<file path="config.mk">
export PLATFORM = sky130hd
export DESIGN_NAME = flappy_game_ctrl
export DESIGN_NICKNAME = d
export VERILOG_FILES = /design/src/rtl/flappy_game_ctrl.sv
export SDC_FILE = /design/constraint.sdc
export NUM_CORES = 1
export LEC_CHECK = 0
export ABC_AREA = 1
export BUFFER_PORTS_ARGS = -buffer_cell sky130_fd_sc_hd__buf_2
export CORE_MARGIN = 4
export CORE_UTILIZATION = 40
export DETAILED_ROUTE_END_ITERATION = 16
export GPL_TIMING_DRIVEN = 0
export HOLD_SLACK_MARGIN = 0.03
export PLACE_DENSITY = 0.74
export SETUP_SLACK_MARGIN = 0.15
export SYNTH_ARGS = -nofsm -noshare
export SYNTH_HDL_FRONTEND = slang
export SYNTH_SLANG_ARGS = --single-unit
</file>
<file path="constraint.sdc">
create_clock -name clk -period 1.4 [get_ports clk]
set_input_delay 0.28 -clock clk [delete_from_list [all_inputs] [get_ports clk]]
set_output_delay 0.28 -clock clk [all_outputs]
set_load 0.03 [all_outputs]
</file>
<file path="src/rtl/flappy_game_ctrl.sv">
// flappy_game_ctrl: IDLE/PLAY/DEAD sequencer with BCD pipe-pass score and best-score tracking.
// Best tracking is built only when FLAPPY_HIGH_SCORE_EN is defined.
module flappy_game_ctrl #(
   parameter int DEAD_TICKS = 48,
   parameter int CW         = 12
) (
   input  logic          clk,
   input  logic          arst_i,
   input  logic          i_physics_stb,
   input  logic          i_flap,
   input  logic          i_bird_die,
   input  logic [CW-1:0] i_bird_x1,
   input  logic [CW-1:0] i_pipe_x2,
   output logic [1:0]    o_state,
   output logic          o_play_en,
   output logic          o_world_rst,
   output logic [11:0]   o_score_bcd,
   output logic [11:0]   o_best_bcd,
   output logic          o_new_best
);
   typedef enum logic [1:0] {IDLE = 2'b00, PLAY = 2'b01, DEAD = 2'b10} state_t;
   localparam logic [7:0] LP_TICKS = 8'(DEAD_TICKS);

   state_t      r_state, w_next;
   logic [7:0]  r_ticks;
   logic        r_scored;
   logic [11:0] r_score, w_score_inc;
   logic        w_start, w_die_edge, w_passed;

   assign w_start     = (r_state == IDLE) && i_flap;
   assign w_die_edge  = (r_state == PLAY) && i_bird_die;
   assign w_passed    = i_pipe_x2 < i_bird_x1;
   assign o_state     = r_state;
   assign o_score_bcd = r_score;

   always_comb begin
      w_next = r_state;
      case (r_state)
         IDLE:    w_next = i_flap ? PLAY : IDLE;
         PLAY:    w_next = i_bird_die ? DEAD : PLAY;
         DEAD:    w_next = (i_flap && r_ticks == 8'd0) ? IDLE : DEAD;
         default: w_next = IDLE;
      endcase
   end

   // BCD +1 with ripple carry; 999 holds
   always_comb begin
      w_score_inc = r_score;
      if (r_score != 12'h999) begin
         if (r_score[3:0] != 4'd9) w_score_inc[3:0] = r_score[3:0] + 4'd1;
         else begin
            w_score_inc[3:0] = 4'd0;
            if (r_score[7:4] != 4'd9) w_score_inc[7:4] = r_score[7:4] + 4'd1;
            else begin
               w_score_inc[7:4]  = 4'd0;
               w_score_inc[11:8] = r_score[11:8] + 4'd1;
            end
         end
      end
   end

   always_ff @(posedge clk or posedge arst_i) begin
      if (arst_i) begin
         r_state     <= IDLE;
         o_play_en   <= 1'b0;
         o_world_rst <= 1'b1;
         r_score     <= 12'h000;
         r_scored    <= 1'b0;
         r_ticks     <= 8'd0;
      end else begin
         r_state     <= w_next;
         o_play_en   <= (w_next == PLAY);
         o_world_rst <= (w_next == IDLE);
         if (w_start) begin
            r_score  <= 12'h000;
            r_scored <= 1'b0;
         end else if (r_state == PLAY && !i_bird_die && i_physics_stb) begin
            if (!w_passed) r_scored <= 1'b0;
            else if (!r_scored) begin
               r_score  <= w_score_inc;
               r_scored <= 1'b1;
            end
         end
         if (w_die_edge) r_ticks <= LP_TICKS;
         else if (r_state == DEAD && i_physics_stb && r_ticks != 8'd0) r_ticks <= r_ticks - 8'd1;
      end
   end

`ifdef FLAPPY_HIGH_SCORE_EN
   logic [11:0] r_best;
   logic        r_new_best;

   assign o_best_bcd = r_best;
   assign o_new_best = r_new_best;

   // packed BCD orders the same as the decimal value, so a plain compare suffices
   always_ff @(posedge clk or posedge arst_i) begin
      if (arst_i) begin
         r_best     <= 12'h000;
         r_new_best <= 1'b0;
      end else begin
         r_new_best <= w_die_edge && (r_score > r_best);
         if (w_die_edge && (r_score > r_best)) r_best <= r_score;
      end
   end
`else
   assign o_best_bcd = 12'h000;
   assign o_new_best = 1'b0;
`endif
endmodule

</file>
==> results of run 1 <==
==> path summary, 6_finish.rpt <==
check                           depth (start not counted)  slack, ns               to            from
worst min-delay path                                    2       0.22       r_ticks[5]          arst_i
worst min register to register                          1       0.53         r_scored        r_scored
max in group asynchronous                               2       0.53  o_score_bcd[10]          arst_i
min in group clk                                        4       0.30        o_play_en      i_bird_die
worst max register to register                          9      -0.11   o_score_bcd[2]  o_score_bcd[9]
worst max-delay path                                    9      -0.11   o_score_bcd[2]  o_score_bcd[9]
==> layout make-up <==
cell class,count,area [sq um]
tap,52,65.06
clock buffer,4,45.04
sequential,25,640.6
inverter,43,170.2
multi-input combinational,177,1356
fill,345,1549
timing repair buffer,75,505.5
buffer,14,112.6
==> cell usage in the layout (no fill, tap or decap), types with 7 or more instances in the layout <==
master   instances
dfrtp_2         11
nand3_1          9
inv_1           26
buf_6           10
dfrtp_1         13
nand2_1         36
inv_2           14
o21ai_2          8
buf_4           40
conb_1          13
nand2_2         18
nand3_2          7
nor2_1          12
ha_4             8
buf_2           38
ha_1            10
==> metrics by stage <==
stage               instances  hold slack (ns)
finish                    390           0.2171
detailed placement        355           0.4674
global route              390           0.3099
global placement          355           0.4525
CTS                       379           0.2478
floorplan                 259           0.3061
==> per-layer routing <==
metal,vias to the layer above,global-route usage [%]
li1,929,-
met4,0,6.159
met1,893,17.96
met2,55,27.33
met5,-,0
met3,11,2.364
==> timing repair <==
| item | 4_1_cts | 5_1_grt |
|---|---|---|
| hold buffers | 0 | 0 |
| buffers inserted | 20 | 11 |
| setup endpoints to repair | 24 | 30 |
| gates resized for setup | 44 | 40 |
| pin swaps | 23 | 22 |
==> logic make-up after synthesis <==
group,count (synthesis),synth area share (%)
other,1,0.1995
flip-flops,25,33.36
AND/OR/NAND/NOR,115,28.63
XOR/XNOR,7,3.262
AO/OA/AOI/OAI,23,7.524
adder cells (fa/ha/maj),19,12.65
buffers and inverters,57,14.38
==> power by group through the flow <==
stage          Clock (mW)  Combinational, mW  Sequential, mW
5_1_grt             0.476               3.28            1.34
3_5_place_dp            0               1.97            1.32
3_3_place_gp            0               1.91            1.32
4_1_cts             0.445               2.56            1.28
6_report            0.443               3.01            1.31
2_1_floorplan           0               1.17            1.64
==> synth_stat cells <==
library cell  count
o21ai_1           4
nor3_4            1
nand2_1          55
buf_6             1
clkinv_1          1
o21a_1            1
inv_1            39
dfrtp_1          24
ha_1             19
conb_1            1
o21ai_2           6
nand4_1           6
nand2_4           2
xor2_1            5
nor2_4            1
o22ai_1           1
nor3b_1           1
nand2_2           3
a21oi_1           5
inv_2             3
dfstp_2           1
or2_2             6
o21ai_0           6
buf_4            13
xnor2_1           2
nand3_1          17
nand4_2           1
nor2_1           22
==> flip-flops by register name, indices dropped and copies added (netlist names) <==
| name | count |
|---|---|
| o_play_en | 1 |
| r_ticks | 8 |
| o_world_rst | 1 |
| o_score_bcd | 12 |
| o_state | 2 |
| r_scored | 1 |
==> summary.md, run 1 <==
| Metric | Value |
|---|---|
| RePlAce Congestion | 0.7721 |
| Internal | 2.525 mW |
| Yosys cell types | 28 |
| Run status | finished with violations |
| Total power | 4.761 mW |
| PortBufs | 44 |
| Overflow after GRT | 0 |
| Sw frac | 46.96% |
| Placed standard-cell area | 0.002323 sq mm |
| Ys Warns | 0 |
| WP data arrival | 1.72 ns |
| Peak fanout along the critical path | 8 |
| Total GRT Usage | 15.21% |
| Top cells by area in the synthesized netlist | dfrtp_1 32%, ha_1 13%, nand2_1 11%, inv_1 7.8%, buf_4 5.2% |
| Die Y | 76.55 microns |
| Initial DRT Pass Iterations | 4 |
| CP max stage delay | 0.42 ns |
| Die width | 76.55 microns |
| Worst setup margin | -0.1110 ns |
| Final nets | 387 |
| Vias per cell | 4.841 |
| I/O pins | 58 |
| Vias in the first global route | 1692 |
| Final count of pins violating max slew | 0 |
| Unrepaired setup endpoints after global routing | true |
| Violated checks | setup timing |
| CTS clk-pin slew, worst paths | 0.09 ns |
| Final Cycle Share | 107.9% |
| Diode count | 0 |
| Initial antenna violation count | 0 |
| First-pass GRT wire length | 7362 microns |
| Crit. End Element | flop |
| Core area | 0.004444 sq mm |
| Min Tclk post-route | 1.511 ns |
| # rows | 24 |
| Routed length on met1 | 2037 microns |
| Synthesis-to-layout area growth | 54.06% |
| Fin area | 0.002895 sq mm |
| Startpoint types | flop |
| Final hold vios | 0 |
| Max-cap violation count | 0 |
| Syn Inst Count | 247 |
| Post-Route WL | 4947 microns |
| Clock Skews | 0.001290 ns |
| Synth Area per Inst | 7.609 sq um |
| Hold Crit Class | input port to asynchronous set/reset pin |
| Largest area contributor in the netlist | dfrtp_1 |
| Peak supply drop | 0.8615 mV |
| Family with the most delay on the worst path | simple AND/OR/NAND/NOR gates |
| Max stage delay cell, worst path | dfrtp_2 |
| Critical Setup Path Class | flop to flop |
| Leakage | 1.492 nW |
| Max Used Layer | met4 |
| Clock sink count | 25 |
| Layout cell share with drive strength beyond 1 | 57.10% |
| Wire per inst | 12.68 microns |
| Pre-CTS WS | -0.3342 ns |
| Final Setup Violations | 19 |
| CTS tree | yes |
| Sequential fraction of the synthesis area | 33.36% |
| CTS buffer count | 3 |
| # H-tree levels | 1 |
| Routed met3 length | 209 microns |
| Max-slew headroom | 35.08% |
| Sw power | 2.236 mW |
| WP data required | 1.61 ns |
| DRC | 0 |
| Fmax | 661.8 MHz |
| Core Util, Final | 65.15% |
| Initial core utilization | 42.29% |
| WL met2 | 2581 microns |
| Initial DRC Count | 103 |
| Synth top area share | 31.96% |
| Reg power frac | 27.4% |
| Setup TNS | -1.612 ns |
| Antenna-violating nets left | 0 |
| Via count | 1888 |
| Largest net degree at the start of global routing | 26 |
| CP Buf/Inv Count | 1 |
| Root buffer selected by CTS | clkbuf_8 |
| Yosys reg bits | 25 |
| Actual slew at the worst max-slew pin | 0.9727 ns |
| Die ar. | 0.005859 sq mm |
| Mapped Area | 0.001879 sq mm |
| Gate power share | 63.3% |
| Pwr Density | 1644 mW/mm^2 |
| CTS max path bufs | 2 |
| Clock Power Share | 9.3% |
| Clock latency on the worst-skew pair | 0.27 ns |
| DP HPWL | 2936 microns |
| Worst path cell trace | inv_2 > ha_4 > nor3b_4 > nand4_1 > nand3_2 > nand2_4 > nand2_8 > nand2_2 > o21ai_2 |
(Power assumes the default switching activity.)
==> run 2: changes to the inputs <==
Settings changed: PLACE_DENSITY 0.74 to 0.72, SKIP_CTS_REPAIR_TIMING from default to 1.
Clock period 1.4 ns to 1.6 ns, I/O delays scaled along.
==> run 2 against run 1 <==
The flow now finishes without violations. Setup slack improved by 0.19 ns. Sequential cell count unchanged. Sequential power decreased by 12%. Power decreased by 25%. Die area unchanged. Register-to-register slack improved by 0.19 ns. Wire length decreased by 23%. Largest power group unchanged.
==> summary.md, run 2 (synthesis results as in run 1) <==
| Metric | Value |
|---|---|
| Run status | finished clean |
| Clock latency on the worst-skew pair | 0.28 ns (about the same) |
| Final hold vios | 0 (unchanged) |
| Clock sink count | 25 (unchanged) |
| Layout cell share with drive strength beyond 1 | 46.37% (-11 points) |
| Final Setup Violations | 0 (-19) |
| CP max stage delay | 0.44 ns (+0.02 ns) |
| Worst path cell trace | inv_2 > ha_4 > nor3b_4 > nand4_1 > nand3_2 > nand2_4 > nand2_8 > nand2_2 > o21ai_1 |
| Max-slew headroom | 37.87% (+2.8 points) |
| Post-Route WL | 3811 microns (-23%) |
| Initial DRT Pass Iterations | 5 (+1) |
| # H-tree levels | 1 (unchanged) |
| Overflow after GRT | 0 (unchanged) |
| Root buffer selected by CTS | clkbuf_8 |
| Clock Skews | 0.01096 ns (+0.009674 ns) |
| # rows | 24 (unchanged) |
| CTS buffer count | 3 (unchanged) |
| Commonest cells after routing, fill and taps aside | 44 x buf_2, 42 x nand2_1, 28 x inv_1, 23 x buf_4, 18 x nor2_1 |
| Peak fanout along the critical path | 8 (unchanged) |
| Core Util, Final | 58.28% (-6.9 points) |
| Initial antenna violation count | 0 (unchanged) |
| RePlAce Congestion | 0.7572 (-1.9%) |
| CTS tree | yes |
| Sequential cell area | 636.9 sq um (-0.59%) |
| Number of fill cells | 397 (+15%) |
| Most common cell after layout, fill and taps aside | buf_2 |
| Placed standard-cell area | 0.002331 sq mm (+0.32%) |
| Peak supply drop | 0.5551 mV (-36%) |
| Max stage delay cell, worst path | dfrtp_2 |
| Vias in the first global route | 1539 (-9.0%) |
| Diode count | 0 (unchanged) |
| PortBufs | 44 (unchanged) |
| DRC | 0 (unchanged) |
| Initial core utilization | 42.29% (unchanged) |
| Initial DRC Count | 31 (-70%) |
| Unrepaired setup endpoints after global routing | true |
| Final count of pins violating max slew | 0 (unchanged) |
| Total GRT Usage | 12.78% (-2.4 points) |
| Reg power frac | 32.3% (+4.9 points) |
| Core area | 0.004444 sq mm (unchanged) |
| Critical Setup Path Class | flop to flop |
| Hold Crit Class | input port to asynchronous set/reset pin |
| WP data required | 1.80 ns (+0.19 ns) |
| Fin area | 0.002590 sq mm (-11%) |
| CTS max path bufs | 2 (unchanged) |
| Final nets | 366 (-5.4%) |
| Die Y | 76.55 microns (unchanged) |
| Leakage | 1.365 nW (-8.5%) |
| Vias per cell | 4.531 (-6.4%) |
| Gate power share | 56.8% (-6.5 points) |
| Clock Power Share | 11.0% (+1.7 points) |
| I/O pins | 58 (unchanged) |
| Internal | 1.837 mW (-27%) |
| CTS clk-pin slew, worst paths | 0.10 ns (about the same) |
| Startpoint types | flop |
| Pwr Density | 1371 mW/mm^2 (-17%) |
| DP HPWL | 2897 microns (-1.3%) |
| Largest net degree at the start of global routing | 26 (unchanged) |
| Multi-input logic area | 0.001269 sq mm (-6.5%) |
| Min Tclk post-route | 1.522 ns (+0.01094 ns) |
| Synthesis-to-layout area growth | 37.82% |
| Die width | 76.55 microns (unchanged) |
| Max reg flops | 12 (unchanged) |
| Wire per inst | 10.33 microns (-19%) |
| Sw power | 1.713 mW (-23%) |
| Fmax | 657.1 MHz (-0.72%) |
| Crit. End Element | flop |
| Antenna-violating nets left | 0 (unchanged) |
| Die ar. | 0.005859 sq mm (unchanged) |
| Final Cycle Share | 95.12% (-13 points) |
| First-pass GRT wire length | 6299 microns (-14%) |
| WP data arrival | 1.72 ns (about the same) |
| Sw frac | 48.26% (+1.3 points) |
| Actual slew at the worst max-slew pin | 0.9309 ns (-0.04180 ns) |
| Max-cap violation count | 0 (unchanged) |
| Via count | 1672 (-11%) |
run 2: area by class of cell:
type / instances / area share [%]
clock buffer: 3 / 1.594
tap: 52 / 2.512
buffer: 14 / 4.203
inverter: 43 / 6.425
multi-input combinational: 177 / 48.99
timing repair buffer: 54 / 11.40
sequential: 25 / 24.59
clock inverter: 1 / 0.2899
run 2: power groups by stage:
stage	Sequential, mW	Combinational, mW	Clock (mW)
2_1_floorplan	1.43	0.998	0
3_3_place_gp	1.14	1.65	0
3_5_place_dp	1.15	1.68	0
4_1_cts	1.14	1.69	0.396
5_1_grt	1.19	2.25	0.432
6_report	1.15	2.02	0.389
run 2: critical path, delay by kind of cell (launching register included):
kind            cells  cell delay [ns]
compound gates      1             0.06
simple gates        6             0.77
buf+inv             1             0.07
flops               1             0.44
fa+ha+maj           1             0.11
run 2: path summary, 6_finish.rpt:
path | start | to | slack [ns] | cells after the start
worst min-delay path | arst_i | o_score_bcd[7] | 0.23 | 2
worst max register to register | o_score_bcd[9] | o_score_bcd[0] | 0.08 | 9
min in group clk | i_bird_die | o_play_en | 0.33 | 4
max in group asynchronous | arst_i | o_score_bcd[9] | 0.72 | 2
worst max-delay path | o_score_bcd[9] | o_score_bcd[0] | 0.08 | 9
worst min register to register | r_ticks[5] | r_ticks[5] | 0.49 | 2
run 2: through the flow:
stage / setup slack [ns] / TNS [ns] / power, mW / cells / hold slack [ns]
6_report: 0.07805 / 0 / 3.550 / 369 / 0.2320
5_1_grt: -0.01840 / -0.06025 / 3.870 / 369 / 0.3347
4_1_cts: 0.007608 / 0 / 3.225 / 359 / 0.2799
3_3_place_gp: -0.1140 / -0.9833 / 2.797 / 355 / 0.4510
2_1_floorplan: 0.08071 / 0 / 2.430 / 259 / 0.3461
3_5_place_dp: -0.1530 / -1.221 / 2.834 / 355 / 0.4599
run 2: per-layer routing:
metal	wire, microns	track usage (%)
met1	1702	15.80
met2	1893	21.97
met3	161	2.364
met4	53	4.891
met5	0	0
